File: src/rtl/cpu_pkg.sv
// Shared core definitions: fetch FSM encoding, default widths, instruction field offsets.
package cpu_pkg;
  localparam int DEF_AW = 64;
  localparam int DEF_IW = 32;

  typedef enum logic [1:0] {
    FETCH_IDLE    = 2'd0,
    FETCH_REQ     = 2'd1,
    FETCH_RELEASE = 2'd2
  } fetch_state_e;

  // Register fields share bits with imm; which ones apply depends on the opcode format.
  localparam int OPC_LSB = 0;
  localparam int OPC_W   = 12;
  localparam int R0_LSB  = 12;
  localparam int R1_LSB  = 16;
  localparam int R2_LSB  = 20;
  localparam int R3_LSB  = 24;
  localparam int R4_LSB  = 28;
  localparam int REG_W   = 4;
  localparam int IMM_LSB = 16;
  localparam int IMM_W   = 16;

  function automatic logic [OPC_W-1:0] instr_opcode(input logic [DEF_IW-1:0] i);
    return i[OPC_LSB +: OPC_W];
  endfunction
endpackage

File: src/rtl/ifq_fifo.sv
// Synchronous FIFO with flush; DEPTH must be a power of two so pointers wrap naturally.
module ifq_fifo #(
  parameter int W     = 8,
  parameter int DEPTH = 4
) (
  input  logic                     clk,
  input  logic                     rst_n,
  input  logic                     i_push,
  input  logic                     i_pop,
  input  logic                     i_flush,
  input  logic [W-1:0]             i_data,
  output logic [W-1:0]             o_data,
  output logic [$clog2(DEPTH):0]   o_count,
  output logic                     o_full,
  output logic                     o_empty
);
  localparam int PW = $clog2(DEPTH);

  logic [W-1:0]  r_mem [DEPTH];
  logic [PW-1:0] r_wr, r_rd;
  logic [PW:0]   r_count;
  logic          w_push, w_pop;

  assign o_full  = (r_count == (PW+1)'(DEPTH));
  assign o_empty = (r_count == '0);
  assign o_count = r_count;
  assign o_data  = r_mem[r_rd];
  assign w_pop   = i_pop && !o_empty;
  assign w_push  = i_push && (!o_full || w_pop);

  always_ff @(posedge clk) begin
    if (w_push && !i_flush) r_mem[r_wr] <= i_data;
  end

  always_ff @(posedge clk or negedge rst_n) begin
    if (!rst_n) begin
      r_wr    <= '0;
      r_rd    <= '0;
      r_count <= '0;
    end else if (i_flush) begin
      r_wr    <= '0;
      r_rd    <= '0;
      r_count <= '0;
    end else begin
      if (w_push) r_wr <= r_wr + 1'b1;
      if (w_pop)  r_rd <= r_rd + 1'b1;
      r_count <= r_count + {{PW{1'b0}}, w_push} - {{PW{1'b0}}, w_pop};
    end
  end
endmodule

File: src/rtl/ifetch_queue.sv
// Instruction-fetch front end: owns the ip, masters the RAM txs/txe handshake, prefetches into a queue.
// Optional IFQ_STATS_EN adds saturating fetch/squash counters.
module ifetch_queue
  import cpu_pkg::*;
#(
  parameter int            AW         = DEF_AW,
  parameter int            IW         = DEF_IW,
  parameter int            DEPTH      = 4,
  parameter int            ADDR_STEP  = 1,
  parameter logic [AW-1:0] RESET_ADDR = '0
) (
  input  logic          clk,
  input  logic          rst_n,
  input  logic          ram_txe,
  input  logic          ram_err,
  input  logic [IW-1:0] ram_out,
  output logic          ram_txs,
  output logic          ram_re,
  output logic [AW-1:0] ram_addr,
  output logic          instr_valid,
  output logic [IW-1:0] instr,
  output logic [AW-1:0] instr_addr,
  input  logic          instr_take,
  input  logic          redirect,
  input  logic [AW-1:0] redirect_addr,
`ifdef IFQ_STATS_EN
  output logic [31:0]   stat_fetches,
  output logic [31:0]   stat_squashed,
`endif
  output logic          fault,
  output logic [AW-1:0] fault_addr
);
  localparam int CW = $clog2(DEPTH) + 1;

  fetch_state_e      r_state, w_state_nx;
  logic [AW-1:0]     r_fetch_pc, r_addr, r_fault_addr;
  logic              r_txs, r_re, r_squash, r_fault;
  logic              w_issue, w_cap, w_push, w_pop, w_full, w_empty;
  logic [CW-1:0]     w_count;
  logic [IW+AW-1:0]  w_head;

  // Capture is dropped on squash, error or a same-cycle redirect; only a kept capture advances the ip.
  assign w_cap   = (r_state == FETCH_REQ) && ram_txe;
  assign w_push  = w_cap && !r_squash && !ram_err && !redirect;
  assign w_pop   = instr_take && !w_empty && !redirect;
  assign w_issue = (r_state == FETCH_IDLE) && !ram_txe && !r_fault && !w_full && !redirect;

  always_ff @(posedge clk or negedge rst_n) begin
    if (!rst_n) r_state <= FETCH_IDLE;
    else        r_state <= w_state_nx;
  end

  always_comb begin
    w_state_nx = r_state;
    case (r_state)
      FETCH_IDLE:    if (w_issue)  w_state_nx = FETCH_REQ;
      FETCH_REQ:     if (ram_txe)  w_state_nx = FETCH_RELEASE;
      FETCH_RELEASE: if (!ram_txe) w_state_nx = FETCH_IDLE;
      default:                     w_state_nx = FETCH_IDLE;
    endcase
  end

  always_ff @(posedge clk or negedge rst_n) begin
    if (!rst_n) begin
      r_txs        <= 1'b0;
      r_re         <= 1'b0;
      r_addr       <= '0;
      r_fetch_pc   <= RESET_ADDR;
      r_squash     <= 1'b0;
      r_fault      <= 1'b0;
      r_fault_addr <= '0;
    end else begin
      if (w_issue) begin
        r_txs  <= 1'b1;
        r_re   <= 1'b1;
        r_addr <= r_fetch_pc;
      end
      if (w_cap) begin
        r_txs <= 1'b0;
        r_re  <= 1'b0;
      end
      if ((r_state == FETCH_RELEASE) && !ram_txe)
        r_squash <= 1'b0;
      else if (redirect && (r_state == FETCH_REQ) && !ram_txe)
        r_squash <= 1'b1;
      if (redirect)    r_fetch_pc <= redirect_addr;
      else if (w_push) r_fetch_pc <= r_fetch_pc + AW'(ADDR_STEP);
      // A wrong-path (squashed) error is not architecturally visible.
      if (redirect) begin
        r_fault <= 1'b0;
      end else if (w_cap && ram_err && !r_squash) begin
        r_fault      <= 1'b1;
        r_fault_addr <= r_addr;
      end
    end
  end

  ifq_fifo #(.W(IW + AW), .DEPTH(DEPTH)) u_fifo (
    .clk     (clk),
    .rst_n   (rst_n),
    .i_push  (w_push),
    .i_pop   (w_pop),
    .i_flush (redirect),
    .i_data  ({ram_out, r_addr}),
    .o_data  (w_head),
    .o_count (w_count),
    .o_full  (w_full),
    .o_empty (w_empty)
  );

  assign ram_txs     = r_txs;
  assign ram_re      = r_re;
  assign ram_addr    = r_addr;
  assign instr_valid = (w_count != '0);
  assign instr       = w_head[AW +: IW];
  assign instr_addr  = w_head[AW-1:0];
  assign fault       = r_fault;
  assign fault_addr  = r_fault_addr;

`ifdef IFQ_STATS_EN
  always_ff @(posedge clk or negedge rst_n) begin
    if (!rst_n) begin
      stat_fetches  <= '0;
      stat_squashed <= '0;
    end else if (w_cap) begin
      if (stat_fetches != '1) stat_fetches <= stat_fetches + 32'd1;
      if ((r_squash || redirect) && stat_squashed != '1) stat_squashed <= stat_squashed + 32'd1;
    end
  end
`endif
endmodule

File: config.mk
export PLATFORM = sky130hd
export DESIGN_NAME = ifetch_queue
export DESIGN_NICKNAME = d
export VERILOG_FILES = /design/src/rtl/cpu_pkg.sv /design/src/rtl/ifq_fifo.sv /design/src/rtl/ifetch_queue.sv
export SDC_FILE = /design/constraint.sdc
export NUM_CORES = 1
export LEC_CHECK = 0
export ABC_AREA = 0
export BUFFER_PORTS_ARGS = -buffer_cell sky130_fd_sc_hd__buf_2
export CAP_MARGIN = 40
export CORE_UTILIZATION = 38
export DETAILED_ROUTE_END_ITERATION = 6
export RECOVER_POWER = 50
export SLEW_MARGIN = 20
export SYNTH_ARGS = -nofsm -noshare
export SYNTH_HDL_FRONTEND = slang
export SYNTH_HIERARCHICAL = 1
export SYNTH_SLANG_ARGS = --single-unit
File: constraint.sdc
create_clock -name clk -period 10.7 [get_ports clk]
set_input_delay 1.07 -clock clk [delete_from_list [all_inputs] [get_ports clk]]
set_output_delay 1.07 -clock clk [all_outputs]
set_load 0.02 [all_outputs]
# [Word-level counts from Yosys, hierarchy flattened]
# Memory sizes are Yosys's and may differ from the RTL's.
# Index checks and enable logic that the tools add are counted.
[totals] output_inout_bits=228 mem_count=1 ram_bits=384 ff_bits=204 inputBits=102 elab_cells=79
[classes] bitwise=1 eq_ne=6 reduce_logical=37 muxes=19 n_addsub=5
[mem_list] name="u_fifo.r_mem" depth=4 width=96 read_ports=1 rd_clocked_by_memory_dff=0 write_ports=1 line="ifq_fifo.sv:19" text="logic [W-1:0] r_mem [DEPTH];"
[op_table] cell="64-bit two-way mux" n=2
[op_table] cell="64-bit by 1-bit adder with 64-bit output (second input constant)" n=1
[op_table] cell="1-bit logical AND" n=18
[op_table] cell="2-bit two-way mux" n=7
[op_table] cell="2-bit nonzero test" n=6
[op_table] cell="1-bit two-way mux" n=8
[op_table] cell="1-bit logical NOT" n=7
[op_table] cell="2-bit inequality test (second input constant)" n=3
[op_table] cell="2-bit case mux with 3 select lines" n=1
[op_table] cell="2-bit by 1-bit adder with 2-bit output (second input constant)" n=2
[op_table] cell="3-bit by 1-bit adder with 3-bit output" n=1
[op_table] cell="3-bit == test (second input constant)" n=1
[op_table] cell="3-bit logical NOT" n=1
[op_table] cell="3-bit two-way mux" n=1
[op_table] cell="3-bit AND reduction" n=1
[op_table] cell="3-bit nonzero test" n=1
[op_table] cell="3-bit by 1-bit subtractor with 3-bit output" n=1
[op_table] cell="2-bit by 1-bit == test with 1-bit output (second input constant)" n=1
[op_table] cell="2-bit == test (second input constant)" n=1
[op_table] cell="2-bit logical NOT" n=1
[op_table] cell="2-bit AND reduction" n=1
[op_table] cell="1-bit logical OR" n=1
[op_table] cell="1-bit inverter" n=1

# [Depth between registers and ports, before layout]
[depth] ltp_word=10 mapped_depth=13 mapped_depth_nobuf=11

# [By module]
# Netlist, hierarchy kept.
[by_module_without_submodules] mod="ifq_fifo" area_per_inst_um2=14307.5 seq_area_each_um2=11706.2 cells_each=550 n_inst=1
[by_module_without_submodules] mod="ifetch_queue" area_per_inst_um2=9122.5 seq_area_each_um2=4929.7 cells_each=809 n_inst=1

# [Worst setup path before layout]
# OpenSTA, ideal clock, no wires.
[synth_path] path_kind="input port to flip-flop" from="input redirect" to="memory u_fifo/r_mem[0][0] (netlist bit) (enable)" stages=7 path_slack_ps=5654 t_arrival_ps=4581 setup_time_ps=466 required_time_ps=10234 n_path_buf=3 path_cell_list="clkbuf_1 clkbuf_1 clkbuf_1 nor3b_1 nor4b_1 nor3b_1 and2_1"
[synth_via] elab_chain_len=8 word_cells_on_any_way=9 cone_classes="mux: 2; reduce/logical: 7"
[synth_lines] element="from (decl)" line="ifetch_queue.sv:24" text="input logic redirect,"
[synth_lines] element="1-bit logical NOT" line="ifetch_queue.sv:45" text="assign w_pop = instr_take && !w_empty && !redirect;"
[synth_lines] element="1-bit logical AND" line="ifetch_queue.sv:45"
[synth_lines] element="via w_pop" line="ifetch_queue.sv:38" text="logic w_issue, w_cap, w_push, w_pop, w_full, w_empty;"
[synth_lines] element="1-bit logical AND" line="ifq_fifo.sv:28" text="assign w_pop = i_pop && !o_empty;"
[synth_lines] element="1-bit logical OR" line="ifq_fifo.sv:29" text="assign w_push = i_push && (!o_full || w_pop);"
[synth_lines] element="1-bit logical AND" line="ifq_fifo.sv:29"
[synth_lines] element="1-bit logical AND" line="ifq_fifo.sv:32" text="if (w_push && !i_flush) r_mem[r_wr] <= i_data;"
[synth_lines] element="1-bit two-way mux" line="ifq_fifo.sv:32"
[synth_lines] element="1-bit two-way mux (not written as such)" line="ifq_fifo.sv:32"
[synth_lines] element="to (decl)" line="ifq_fifo.sv:19"
# The timed path passes the listed nets, and every way through them passes these cells.

# [Worst setup path after layout]
[layout_path] from="input redirect" to="register r_addr[54] (netlist: ram_addr[54])"
[layout_via] elab_chain_len=2
[layout_lines] element="1-bit logical NOT" line="ifetch_queue.sv:46" text="assign w_issue = (r_state == FETCH_IDLE) && !ram_txe && !r_fault && !w_full && !redirect;"
[layout_lines] element="1-bit logical AND" line="ifetch_queue.sv:46"
[layout_lines] element="to (signal assigned)" line="ifetch_queue.sv:76" text="r_addr <= r_fetch_pc;"
[layout_lines] element="to (decl)" line="ifetch_queue.sv:36" text="logic [AW-1:0] r_fetch_pc, r_addr, r_fault_addr;"
# Every way passes these cells.
# A chain may end at the register's enable or synchronous reset.

==> summary.md <==
| Metric | Value |
|---|---|
| Status | `complete, but fails checks` |
| Violated checks | `max-capacitance violations, max-slew violations` |
| Grt ovf | `0` |
| Leak pwr | `10.3 nW` |
| Area delta synth->final | `19.3%` |
| Post-Synth Simple-Gate Area | `7.59%` |
| Vias in the first global route | `13500` |
| Register area share after synthesis | `71.0%` |
| Gpl congestion | `0.772` |
| Final ANT Viol Nets | `0` |
| Total placed instance area | `26000 um^2` |
| Unique masters post-synth | `55` |
| Main combinational cell family by area after synthesis | `multiplexers` |
| Critical path launch point type | `input port` |
| Combinational power share | `10.7%` |
| Fin. Hold Viols | `0` |
| Min cycle time layout | `6.68 ns` |
| I/O Buffers | `329` |
| Max-Cap Viols | `7` |
| Final Util | `46.1%` |
| Count leader, synth | `edfxtp_1` |
| Placed cell count | `2422` |
| DRT Pass-1 Iters | `5` |
| Die X | `250 um` |
| Clock transition at path regs | `0.06 ns` |
| Critical path fanouts, max | `83` |
| Sequential group share of total power | `51.6%` |
| Slew headroom | `-124%` |
| Sw power | `0.00157 W` |
| Vias/cell | `5.30` |
| Yosys reg bits | `588` |
| Hold_ws | `0.503 ns` |
| RSZ-0062 raised after global routing | `no` |
| Synth warn | `6` |
| Least-Margin Pin Slew | `3.36 ns` |
| Sink Count | `588` |
| Synthesized area | `23400 um^2` |
| Layout Nets | `1821` |
| CTS Buffer Depth | `3` |
| Synth Flop Type | `edfxtp_1` |
| Post-synth top area share | `49.2%` |
| Largest cells by area after synthesis | `edfxtp_1, dfrtp_1, mux4_2` |
| Setup-failing EPs final | `0` |
| Syn Area/Cell | `17.2 um^2` |
| Critical Path AT | `7.14 ns` |
| Top-Level Pins | `330` |
| Core area | `60600 um^2` |
| Final instance area | `28000 um^2` |
| Critical Setup Path Class | `in2reg` |
| P per Cell Area | `208 nW/um^2` |
| CTS Buf Count | `66` |
| Post-synth top cells | `edfxtp_1, dfrtp_1, mux2_2, mux4_2, nand2_1` |
| Avg WL per Cell | `22.3 um` |
| CTS tree | `yes` |
| Cts repair resizes | `0` |
| Largest net degree at the start of global routing | `106` |
| Ys async rst share | `34.7%` |
| R2R cell count | `5` |
| Hold buffers post-CTS | `0` |
| Fin Setup TNS | `0 ns` |
| CTS H-tree lvls | `3` |
| Setup crit end | `ram_addr[54]` |
| Initial antenna violation count | `5` |
| Achievable frequency | `150 MHz` |
| Final Max Tran Viols | `323` |
| Internal | `0.00424 W` |
| Die ar. | `62700 um^2` |
| Crit end category | `flip-flop` |
| Origin of the worst setup path | `redirect` |
| Register-to-register setup slack | `6.45 ns` |
| Cell Count, Final, Fillers Out | `2548` |
| Hpwl dp | `38.2 mm` |
| Worst flop-to-flop path startpoint | `u_fifo/o_count[1]` |
| DRT Wirelength | `56.9 mm` |
| Iteration-0 DRC Markers | `831` |
| Total number of vias | `13500` |
| Synth Area in XOR/XNOR | `1.35%` |
| Initial core utilization | `38.7%` |
| Root buffer cell | `clkbuf_16` |
| Global Route Usage Sum | `18.3%` |
| Hold Crit Class | `reg2reg` |
| Post-synthesis adder-cell area fraction | `0.459%` |
| Later-pin clock latency in the skew report | `0.60 ns` |
| CP Data Required Time | `11.16 ns` |
| Number of synthesized flops with an enable pin | `384` |
| Post-CTS setup repair buffer count | `0` |
| Die span in y | `250 um` |
| Synth Instances | `1359` |
| Share of post-route cells with drive strength above 1 | `32.5%` |
| Maximum VDD drop | `109 uV` |
| Synth Area in Compound Gates | `2.37%` |
| Synth area leader | `edfxtp_1` |
| Proportion of synthesized area in mux cells | `15.6%` |
| R2R Path End | `ram_addr[54]` |
| Period utilization | `62.5%` |
| Mapped Nets | `1469` |
| Sw frac | `27.0%` |
| DRC Markers | `0` |
| Number of cell rows | `90` |
| Skew final | `0.0309 ns` |
| First-pass GRT wire length | `85.9 mm` |
| Part of the power in the clock network | `37.7%` |
critical path, stage by stage:
cell and delay, ns:
clkbuf_1 0.20, clkbuf_1 2.38, nor2_1 0.06, nand2_1 1.25, clkbuf_1 1.66, mux2_2 0.46
worst min-delay path by stage:
stage / startpoint / end / slack, ns / cells past startpoint
after floorplan: r_squash / r_squash / 0.50 / 2
after global placement: fault_addr[6] / fault_addr[6] / 0.48 / 1
after detailed placement: fault_addr[54] / fault_addr[54] / 0.49 / 1
after CTS: fault_addr[54] / fault_addr[54] / 0.50 / 1
after global routing: fault_addr[0] / fault_addr[0] / 0.52 / 1
final: fault_addr[63] / fault_addr[63] / 0.50 / 1
layout make-up:
class / count / area [um^2]
sequential: 588 / 16600
clock buffer: 92 / 1770
multi-input combinational: 686 / 6410
fill: 5357 / 32600
inverter: 19 / 71.3
timing repair buffer: 350 / 1750
antenna: 1 / 2.50
tap: 782 / 978
clock inverter: 30 / 325
layout by cell type (no fill, tap or decap), drive strengths merged, types with 34 or more instances in the layout:
master  instances
clkbuf        198
edfxtp        384
mux2          122
o21ai          59
nor2           34
nand3          40
nand2          80
buf           244
mux4           96
nand4          38
dfrtp         204
power by group through the flow:
stage	Sequential, W	Clock [W]	Combinational (W)
final	0.00300	0.00219	0.000623
after global routing	0.00304	0.00235	0.000669
after CTS	0.00301	0.00227	0.000650
after detailed placement	0.00305	0	0.000647
after global placement	0.00303	0	0.000641
after floorplan	0.00310	0	0.000221
per-layer routing:
metal | track usage [%] | up-vias | share of wire, %
met5 | 0 | - | 0.019
met1 | 25.8 | 6998 | 45
met4 | 5.73 | 2 | 1.9
met2 | 28.7 | 387 | 48
met3 | 3.60 | 64 | 5.4
li1 | - | 6045 | -
registers in the layout, indices dropped and copies added, names as in the netlist:
name            count
ram_addr           64
u_fifo/r_mem      384
r_state             2
u_fifo/o_count      3
ram_re              1
fault_addr         64
r_fetch_pc         64
r_squash            1
u_fifo/r_rd         2
u_fifo/r_wr         2
fault               1
stage by stage:
step | worst slack, ns | power (W)
after detailed placement | 6.28 | 0.00370
after global routing | 3.30 | 0.00606
after global placement | 6.32 | 0.00367
final | 4.02 | 0.00581
after CTS | 6.51 | 0.00593
after floorplan | 5.65 | 0.00333
cells by family (layout without fill, tap and decap cells):
logic type	count (synthesis)	after routing
DFF	588	588
and+or+nand+nor	317	317
muxes	229	229
AOI/OAI and AO/OA	96	96
buffers and inverters	85	491
xor gates and xnor gates	36	36
adders and majority gates	8	8
other	0	1
(Power assumes the default switching activity.)
